===== src/rtl/panda_pkg.sv =====
// Shared types and defaults for the panda core memory-side blocks.
package panda_pkg;

  typedef enum logic {ARB_IDLE, ARB_RESP} arb_state_e;
  typedef enum logic {OWN_INSTR, OWN_DATA} arb_owner_e;

  localparam int ARB_STARVE_LIMIT_DEFAULT = 4;

endpackage


===== src/rtl/panda_arb_starve_cnt.sv =====
// Saturating wait counter for the instruction port of panda_mem_arbiter.
module panda_arb_starve_cnt #(
  parameter int STARVE_LIMIT = 4,
  parameter int CNT_W        = $clog2(STARVE_LIMIT + 1)
) (
  input  logic             clk_i,
  input  logic             rst_i,
  input  logic             i_inc,
  input  logic             i_clr,
  output logic             o_sat,
  output logic [CNT_W-1:0] o_cnt
);

  logic [CNT_W-1:0] r_cnt;

  assign o_sat = (r_cnt == CNT_W'(STARVE_LIMIT));
  assign o_cnt = r_cnt;

  // Clear has priority so a grant in the same cycle as a wait never counts.
  always_ff @(posedge clk_i) begin
    if (rst_i) begin
      r_cnt <= '0;
    end else if (i_clr) begin
      r_cnt <= '0;
    end else if (i_inc && !o_sat) begin
      r_cnt <= r_cnt + CNT_W'(1);
    end
  end

endmodule


===== src/rtl/panda_mem_arbiter.sv =====
// Fetch/data arbiter onto one req/gnt/rvalid bus, one transaction in flight.
// Optional perf counters are enabled with the PANDA_ARB_PERF_EN macro.
module panda_mem_arbiter
  import panda_pkg::*;
#(
  parameter int STARVE_LIMIT = ARB_STARVE_LIMIT_DEFAULT
) (
  input  logic        clk_i,
  input  logic        rst_i,
  input  logic        instr_req_i,
  input  logic [31:0] instr_addr_i,
  output logic        instr_gnt_o,
  output logic        instr_rvalid_o,
  output logic [31:0] instr_rdata_o,
  input  logic        data_req_i,
  input  logic [31:0] data_addr_i,
  input  logic [3:0]  data_we_i,
  input  logic [31:0] data_wdata_i,
  output logic        data_gnt_o,
  output logic        data_rvalid_o,
  output logic [31:0] data_rdata_o,
  output logic        bus_req_o,
  output logic [31:0] bus_addr_o,
  output logic [3:0]  bus_we_o,
  output logic [31:0] bus_wdata_o,
  input  logic        bus_gnt_i,
  input  logic        bus_rvalid_i,
  input  logic [31:0] bus_rdata_i
`ifdef PANDA_ARB_PERF_EN
  ,
  output logic [31:0] perf_instr_cnt_o,
  output logic [31:0] perf_data_cnt_o,
  output logic [31:0] perf_stall_cnt_o
`endif
);

  localparam int CNT_W = $clog2(STARVE_LIMIT + 1);

  arb_state_e       r_state, w_state_next;
  logic             r_locked, w_locked_next;
  arb_owner_e       r_lock_owner, w_lock_owner_next;
  arb_owner_e       r_resp_owner, w_resp_owner_next;
  arb_owner_e       w_winner;
  logic             r_armed;
  logic             w_out_en;
  logic             w_starve_sat;
  logic [CNT_W-1:0] w_starve_cnt;

  // Outputs stay quiet during reset and for the first cycle after it.
  assign w_out_en = !rst_i && r_armed;

  panda_arb_starve_cnt #(
    .STARVE_LIMIT (STARVE_LIMIT),
    .CNT_W        (CNT_W)
  ) u_starve_cnt (
    .clk_i (clk_i),
    .rst_i (rst_i),
    .i_inc (instr_req_i && !instr_gnt_o),
    .i_clr (!instr_req_i || instr_gnt_o),
    .o_sat (w_starve_sat),
    .o_cnt (w_starve_cnt)
  );

  always_ff @(posedge clk_i) begin
    if (rst_i) begin
      r_state      <= ARB_IDLE;
      r_locked     <= 1'b0;
      r_lock_owner <= OWN_DATA;
      r_resp_owner <= OWN_DATA;
      r_armed      <= 1'b0;
    end else begin
      r_state      <= w_state_next;
      r_locked     <= w_locked_next;
      r_lock_owner <= w_lock_owner_next;
      r_resp_owner <= w_resp_owner_next;
      r_armed      <= 1'b1;
    end
  end

  always_comb begin
    w_state_next      = r_state;
    w_locked_next     = r_locked;
    w_lock_owner_next = r_lock_owner;
    w_resp_owner_next = r_resp_owner;
    bus_req_o         = 1'b0;
    bus_addr_o        = 32'd0;
    bus_we_o          = 4'd0;
    bus_wdata_o       = 32'd0;
    instr_gnt_o       = 1'b0;
    data_gnt_o        = 1'b0;
    instr_rvalid_o    = 1'b0;
    instr_rdata_o     = 32'd0;
    data_rvalid_o     = 1'b0;
    data_rdata_o      = 32'd0;

    if (r_locked) begin
      w_winner = r_lock_owner;
    end else if (instr_req_i && (!data_req_i || w_starve_sat)) begin
      w_winner = OWN_INSTR;
    end else begin
      w_winner = OWN_DATA;
    end

    case (r_state)
      ARB_IDLE: begin
        if (w_out_en) begin
          if (w_winner == OWN_INSTR) begin
            bus_req_o   = instr_req_i;
            instr_gnt_o = instr_req_i && bus_gnt_i;
            if (instr_req_i) begin
              bus_addr_o = instr_addr_i;
            end
          end else begin
            bus_req_o  = data_req_i;
            data_gnt_o = data_req_i && bus_gnt_i;
            if (data_req_i) begin
              bus_addr_o  = data_addr_i;
              bus_we_o    = data_we_i;
              bus_wdata_o = data_wdata_i;
            end
          end
          // A stalled request pins the owner until the bus accepts it.
          if (bus_req_o && !bus_gnt_i) begin
            w_locked_next     = 1'b1;
            w_lock_owner_next = w_winner;
          end else if (bus_req_o && bus_gnt_i) begin
            w_locked_next     = 1'b0;
            w_resp_owner_next = w_winner;
            w_state_next      = ARB_RESP;
          end
        end
      end
      ARB_RESP: begin
        if (bus_rvalid_i) begin
          if (r_resp_owner == OWN_INSTR) begin
            instr_rvalid_o = 1'b1;
            instr_rdata_o  = bus_rdata_i;
          end else begin
            data_rvalid_o = 1'b1;
            data_rdata_o  = bus_rdata_i;
          end
          w_state_next = ARB_IDLE;
        end
      end
      default: w_state_next = ARB_IDLE;
    endcase
  end

`ifdef PANDA_ARB_PERF_EN
  logic [31:0] r_perf_instr, r_perf_data, r_perf_stall;

  always_ff @(posedge clk_i) begin
    if (rst_i) begin
      r_perf_instr <= 32'd0;
      r_perf_data  <= 32'd0;
      r_perf_stall <= 32'd0;
    end else begin
      if (instr_gnt_o) r_perf_instr <= r_perf_instr + 32'd1;
      if (data_gnt_o)  r_perf_data  <= r_perf_data + 32'd1;
      if ((instr_req_i && !instr_gnt_o) || (data_req_i && !data_gnt_o)) begin
        r_perf_stall <= r_perf_stall + 32'd1;
      end
    end
  end

  assign perf_instr_cnt_o = r_perf_instr;
  assign perf_data_cnt_o  = r_perf_data;
  assign perf_stall_cnt_o = r_perf_stall;
`endif

endmodule


===== config.mk =====
export PLATFORM = sky130hd
export DESIGN_NAME = panda_mem_arbiter
export DESIGN_NICKNAME = d
export VERILOG_FILES = /design/src/rtl/panda_pkg.sv /design/src/rtl/panda_arb_starve_cnt.sv /design/src/rtl/panda_mem_arbiter.sv
export SDC_FILE = /design/constraint.sdc
export NUM_CORES = 1
export LEC_CHECK = 0
export ABC_CLOCK_PERIOD_IN_PS = 4000
export CORE_AREA = 2 2 106 108
export CTS_BUF_LIST = sky130_fd_sc_hd__clkbuf_16
export CTS_CLUSTER_DIAMETER = 40
export CTS_CLUSTER_SIZE = 40
export DETAILED_ROUTE_END_ITERATION = 7
export DIE_AREA = 0 0 108 110
export RECOVER_POWER = 50
export SLEW_MARGIN = 20
export SYNTH_ARGS = -nofsm -noshare
export SYNTH_HDL_FRONTEND = slang
export SYNTH_SLANG_ARGS = --single-unit

===== constraint.sdc =====
create_clock -name clk_i -period 4 [get_ports clk_i]
set_input_delay 0.8 -clock clk_i [delete_from_list [all_inputs] [get_ports clk_i]]
set_output_delay 0.8 -clock clk_i [all_outputs]
set_load 0.02 [all_outputs]

==> results.md, run 1 <==
* Status: finished, final reports clean
* Distinct cells, synth at 32
* Final setup viols at 0
* Fmax at 0.2622 GHz
* Ant diodes at 0
* Nets at 690
* Final Max Slew Viols at 0
* # DRC at 0
* FP Rows at 38
* Flops & latches, synth at 8
* Final setup TNS at 0 ns
* Avg WL per Cell at between 15 and 20 um
* WL met2 at 5925 um
* Final worst clock skew at 0.0007614 ns
* Worst stage delay on the critical path at 0.63 ns
* First-pass iteration count of the detailed router at 4
* CP Launch Point: rst_i
* CP arrival at 3.01 ns
* Startpoint of the worst hold path: r_resp_owner$_SDFFE_PP1P_
* Initial DRC Count at around 160
* Worst VDD drop at 0.0001486 V
* Leading register cell type out of synthesis: dfxtp_1
* Total setup buffers inserted after CTS at 0
* Layout cells sized above 1 at 4.562%
* Number of routed nets with antenna violations at 0
* CP Data Required Time at 3.20 ns
* First-pass GRT wire length at 15,990 um
* Met3 wire len at about 1000 um
* CTS Hold Bufs at 0
* Post-synthesis sequential area ratio at 7.824%
* Met1 WL at 4268 um
* Clk_lat worst skew at about 0.23 ns
* Clock Sinks at 8
* CTS resizes at 0
* Worst Max-Slew Pin Slew at between 0.6 and 0.7 ns
* Post-Syn Nets at 437
* Pin count of the biggest net entering global routing at 37
* Multi-input logic area at around 1700 um2
* Worst setup margin at approximately 0.19 ns
* Worst hold path type: flop to flop
* Clock root buffer: clkbuf_16
* CP max FO at 22
* Avg Cell Area, Syn at 6.892 um2
* Synth Instances at 297
* Total track usage at approximately 17%
* Top layer in use: met4
* Clock-pin slew on the worst setup and hold paths at 0.04 ns
* Starting density of the core at 19.13%
* Post-synth EDFFs at 0
* Cell Area, Synth at 2047 um2
* Initial antenna violation count at 0
* CP endpoint kind: output port
* Final Hold Violating Endpoints at 0
* Final worst-path cycle share at 95.34%
* Chip height at around 110 um
* Routed vias/inst at 4.846
* DRT Wirelength at 11,350 um
* Final HPWL from detailed placement at 9293 um
* Die ar. at 11,880 um2
* Grt ovf at 0
* Most used cell, CP: clkdlybuf4s50_1
* Vias in the first global route at 3,093
* Area Overhead vs Synth at 145.9%
* Post-synth top area share at a little under a third
* Crit-path cells: clkdlybuf4s50_1 > nor3b_4 > o21ai_2 > buf_4 > a21oi_1 > clkdlybuf4s50_1
* Number of H-tree levels at 1
* Max_cap viols at 0
* Core area at 10,700 um2
* Reg area at 160.2 um2
* Tmin final at ~3.8 ns
* Routed vias at around 3.3k
* Pwr dens at 127.2 nW/um2
* Filler Cell Count at 1,043
* Async S/R FF share, synth at 0%
* CTS tree: yes
* RR Startpoint: u_starve_cnt.o_cnt[0]$_SDFFE_PP0P_
* Worst Path Class, Setup: primary input to output port
* Port buffer count at 274
* Setup repair after global routing missed its margin: false
* Rel. slew slack at 59.14%
* Num CTS Buffers at 3
* Deepest clock path buffer count at 2
* Die W at 108 um
* Dominant cells by area after synthesis: and2_1, o2111ai_1, a21oi_1
* Pre-CTS WS at 0.1812 ns
* Leakage at 0.001969 uW
* Ys Warns at 0
* Critical Path Start Type: primary input
* Crit-path slowest cell: clkdlybuf4s50_1
* Biggest area consumer among synthesized cells: and2_1
* Num ports at 275
* Placer Congestion at between 0.9 and 1
## placed cells by master, fill, tap and decap left out, drive strengths merged, types with 2 or more instances in the layout
cell type,netlist,final
and2,103,103
o21ai,3,3
o21a,2,2
o2111ai,65,65
mux2i,2,2
o2111a,2,2
ha,2,2
clkdlybuf4s50,0,211
nor3,4,4
buf,25,14
nand3b,2,2
nand2,3,3
clkbuf,18,6
nor2,2,2
and3,2,2
dfxtp,8,8
nand2b,3,3
inv,5,5
dlygate4sd3,0,63
a21oi,34,34
or2,2,2
## logic make-up (layout without fill, tap and decap cells)
family	after synthesis	in the layout	share of synthesized area (%)
simple gates	124	124	37.96
mux	2	2	0.9780
fa+ha+maj	2	2	1.222
compound gates	112	112	41.14
flops	8	8	7.824
xor+xnor	1	1	0.4280
buf+inv	48	299	10.45
## layer usage
layer  vias up  track usage, %
met2       162           32.08
met1      1525           18.95
li1       1637               -
met4         0           2.106
met3        10           4.468
met5         -               0
## worst max-delay path: cells and delay by family
kind	cells	cell delay, ns
AO/OA/AOI/OAI	2	0.37
buffers and inverters	3	1.44
AND/OR/NAND/NOR	1	0.38
## synth_stat cells, drive strengths merged (3+ instances only)
library cell	n
a21oi	34
and2	103
buf	25
clkbuf	18
dfxtp	8
inv	5
nand2	3
nand2b	3
nor3	4
o2111ai	65
o21ai	3
## through the flow
step	hold WS (ns)	area (um2)	std cells	utilization [%]	total power, uW
final	0.5239	5034	688	47.05	640.5
after global routing	0.5726	5034	688	47.05	674.6
after CTS	0.5293	5042	688	47.13	647.6
after detailed placement	0.5233	4967	685	46.43	478.9
after global placement	0.5019	4967	685	46.43	474.9
after floorplan	0.4803	2047	297	-	241.5
## report_power, final
group          switching, uW  internal [uW]  leakage [uW]  total, uW
clock                   36.6            129     0.0000370        165
sequential              4.08           84.2     0.0000657       88.2
combinational            165            222       0.00187        387
## final cells by class
cell class              count  area share, %
flip-flops and latches      8          3.182
repair buffers            291          58.09
inverters                   5         0.3729
clock buffers               3          1.491
well taps                 140          3.480
multi-input cells         241          33.38
## state kept, by name (all words and copies together) (netlist names)
signal and flops:
r_lock_owner 1, u_starve_cnt.o_cnt 3, r_locked 1, r_armed 1
r_state 1, r_resp_owner 1
## path summary, 6_finish.rpt
check,to,cells past startpoint,slack (ns)
worst max-delay path,bus_addr_o[7],6,0.19
worst min-delay path,r_resp_owner$_SDFFE_PP1P_,2,0.52
worst max register to register,u_starve_cnt.o_cnt[1]$_SDFFE_PP0P_,6,2.18
worst min register to register,r_resp_owner$_SDFFE_PP1P_,2,0.52
Note: power is estimated with default switching activity, not from simulation.
==> run 2: changes to the inputs <==
Settings changed: CORE_AREA 2 2 106 108 to 3 3 107 109, DIE_AREA 0 0 108 110 to 0 0 110 112.
==> results.md, run 2 (same netlist as run 1, synthesis figures left out) <==
* Status: finished, final reports clean (unchanged)
* Filler Cell Count at 1,062 (was 1,043)
* R2R Setup Slk at 2.26 ns (was 2.18 ns)
* Worst hold path type: flop to flop (unchanged)
* First-pass iteration count of the detailed router at 4 (unchanged)
* Worst VDD drop at 0.00009895 V (was 0.0001486 V)
* Deepest clock path buffer count at 2 (unchanged)
* Placer Congestion at 0.8611 (was 0.9183)
* Layout cells sized above 1 at 4.745% (was 4.562%)
* Area Overhead vs Synth at 144.9% (was 145.9%)
* Routed vias/inst at 4.782 (was 4.846)
* Clock-pin slew on the worst setup and hold paths at 0.04 ns (about the same)
* End of the worst hold path: r_resp_owner$_SDFFE_PP1P_ (unchanged)
* Avg WL per Cell at 16.67 um (was 16.49 um)
* CP endpoint kind: output port (unchanged)
* Vias in the first global route at 3,127 (was 3,093)
* Worst Path Class, Setup: primary input to output port (unchanged)
* Max FFs per register at 3 (unchanged)
* Rel. slew slack at 58.62% (was 59.14%)
* Clock Sinks at 8 (unchanged)
* Total setup buffers inserted after CTS at 0 (unchanged)
* Port buffer count at 274 (unchanged)
* Clock root buffer: clkbuf_16 (unchanged)
* Final worst clock skew at 0.0003948 ns (was 0.0007614 ns)
* CP Data Required Time at 3.20 ns (about the same)
* Core area at 10,700 um2 (unchanged)
* Pin count of the biggest net entering global routing at 37 (unchanged)
* Initial DRC Count at 183 (was 162)
* Final setup viols at 0 (unchanged)
* Final Util at 46.85% (was 47.05%)
* Final setup TNS at 0 ns (unchanged)
* Startpoint of the worst hold path: r_resp_owner$_SDFFE_PP1P_ (unchanged)
* CTS tree: yes (unchanged)
* Die ar. at 12,320 um2 (was 11,880 um2)
* DRT Wirelength at 11,470 um (was 11,350 um)
* Final HPWL from detailed placement at 9113 um (was 9293 um)
* Fin cells at 688 (unchanged)
* Final Power at 638.9 uW (was 640.5 uW)
* Final worst-path cycle share at 93.22% (was 95.34%)
* Chip height at 112 um (was 110 um)
* Number of H-tree levels at 1 (unchanged)
* Fmax at 0.2682 GHz (was 0.2622 GHz)
* CTS Hold Bufs at 0 (unchanged)
* First-pass GRT wire length at 16,840 um (was 15,990 um)
* Final Hold Violating Endpoints at 0 (unchanged)
* Die W at 110 um (was 108 um)
* RR Startpoint: r_lock_owner$_SDFFE_PP1P_ (was u_starve_cnt.o_cnt[0]$_SDFFE_PP0P_)
* Placed insts at 685 (unchanged)
* # DRC at 0 (unchanged)
* Ant diodes at 0 (unchanged)
* Worst hold path depth at 2 (unchanged)
* Critical Path Start Type: primary input (unchanged)
* Pwr dens at 127.5 nW/um2 (was 127.2 nW/um2)
* CP max FO at 33 (was 22)
* Initial antenna violation count at 0 (unchanged)
* Num CTS Buffers at 3 (unchanged)
* Total track usage at 16.93% (was 16.71%)
* R2R Path End: r_lock_owner$_SDFFE_PP1P_ (was u_starve_cnt.o_cnt[1]$_SDFFE_PP0P_)
* Clk_lat worst skew at 0.23 ns (about the same)
* Reg area at 160.2 um2 (unchanged)
* R2r worst-path depth at 4 (was 6)
* Multi-input logic area at 1680 um2 (unchanged)
* Num ports at 275 (unchanged)
* Finished Cell Area at 5012 um2 (was 5034 um2)
* Most frequent cells in the layout: clkdlybuf4s50_1, and2_1, o2111ai_1, dlygate4sd3_1, a21oi_1 (unchanged)
* Starting density of the core at 19.13% (unchanged)
* Routed vias at 3,290 (was 3,334)
* Leakage at 0.001966 uW (was 0.001969 uW)
* Worst Max-Slew Pin Slew at 0.6207 ns (was 0.6129 ns)
* Setup repair after global routing missed its margin: false (unchanged)
* FP Rows at 38 (unchanged)
* Grt ovf at 0 (unchanged)
* CP arrival at 2.93 ns (was 3.01 ns)
* CP Launch Point: data_req_i (was rst_i)
* Max_cap viols at 0 (unchanged)
* Final Max Slew Viols at 0 (unchanged)
* CTS resizes at 0 (unchanged)
* Dpl cell area at 4942 um2 (was 4967 um2)
* Tmin final at 3.729 ns (was 3.814 ns)
* Number of routed nets with antenna violations at 0 (unchanged)
* Most common cell after layout, fill and taps aside: clkdlybuf4s50_1 (unchanged)
* Nets at 690 (unchanged)
==> run 2: changes by cell type in the layout (fill, tap and decap cells not counted), sizes merged <==
cell,delta
clkbuf,-1
clkdlybuf4s50,-1
dlygate4sd3,+1
buf,+1
==> run 2: stage by stage <==
stage	hold WS (ns)	setup slack (ns)
detailed placement	0.5095	0.3523
finish	0.5210	0.2712
global placement	0.4956	0.3576
global route	0.5335	0.1794
floorplan	0.4803	1.288
CTS	0.5170	0.3318
==> run 2: cell type report <==
type                    instances  area share [%]
repair buffers                291           57.91
multi-input cells             241           33.52
well taps                     140           3.495
flip-flops and latches          8           3.195
clock buffers                   3           1.498
inverters                       5          0.3744
==> run 2: worst max path at each step <==
| stage | to | slack (ns) | depth (start not counted) |
|---|---|---|---|
| finish | instr_gnt_o | 0.27 | 7 |
| global route | instr_gnt_o | 0.18 | 7 |
| CTS | bus_addr_o[8] | 0.33 | 7 |
| detailed placement | bus_addr_o[8] | 0.35 | 7 |
| global placement | instr_gnt_o | 0.36 | 7 |
| floorplan | bus_addr_o[10] | 1.29 | 6 |
==> run 2: per-layer routing <==
layer | track usage (%) | wire, um | vias up
li1 | - | - | 1628
met1 | 19.33 | 4187 | 1479
met2 | 31.51 | 6011 | 173
met3 | 4.464 | 1145 | 10
met4 | 2.494 | 123 | 0
met5 | 0 | 0 | -
==> run 2: worst max-delay path, cell delays in order <==
cell and delay (ns):
dlygate4sd3_1 0.60, buf_4 0.18, nand2b_1 0.11, buf_12 0.20, o2111a_1 0.26, and2_1 0.16
clkdlybuf4s50_1 0.61
==> run 2: power by group <==
group          switching (uW)  total [uW]  internal [uW]
registers                4.02        88.2           84.1
logic                     164         383            220
clock network            38.6         167            129
total                     206         639            433
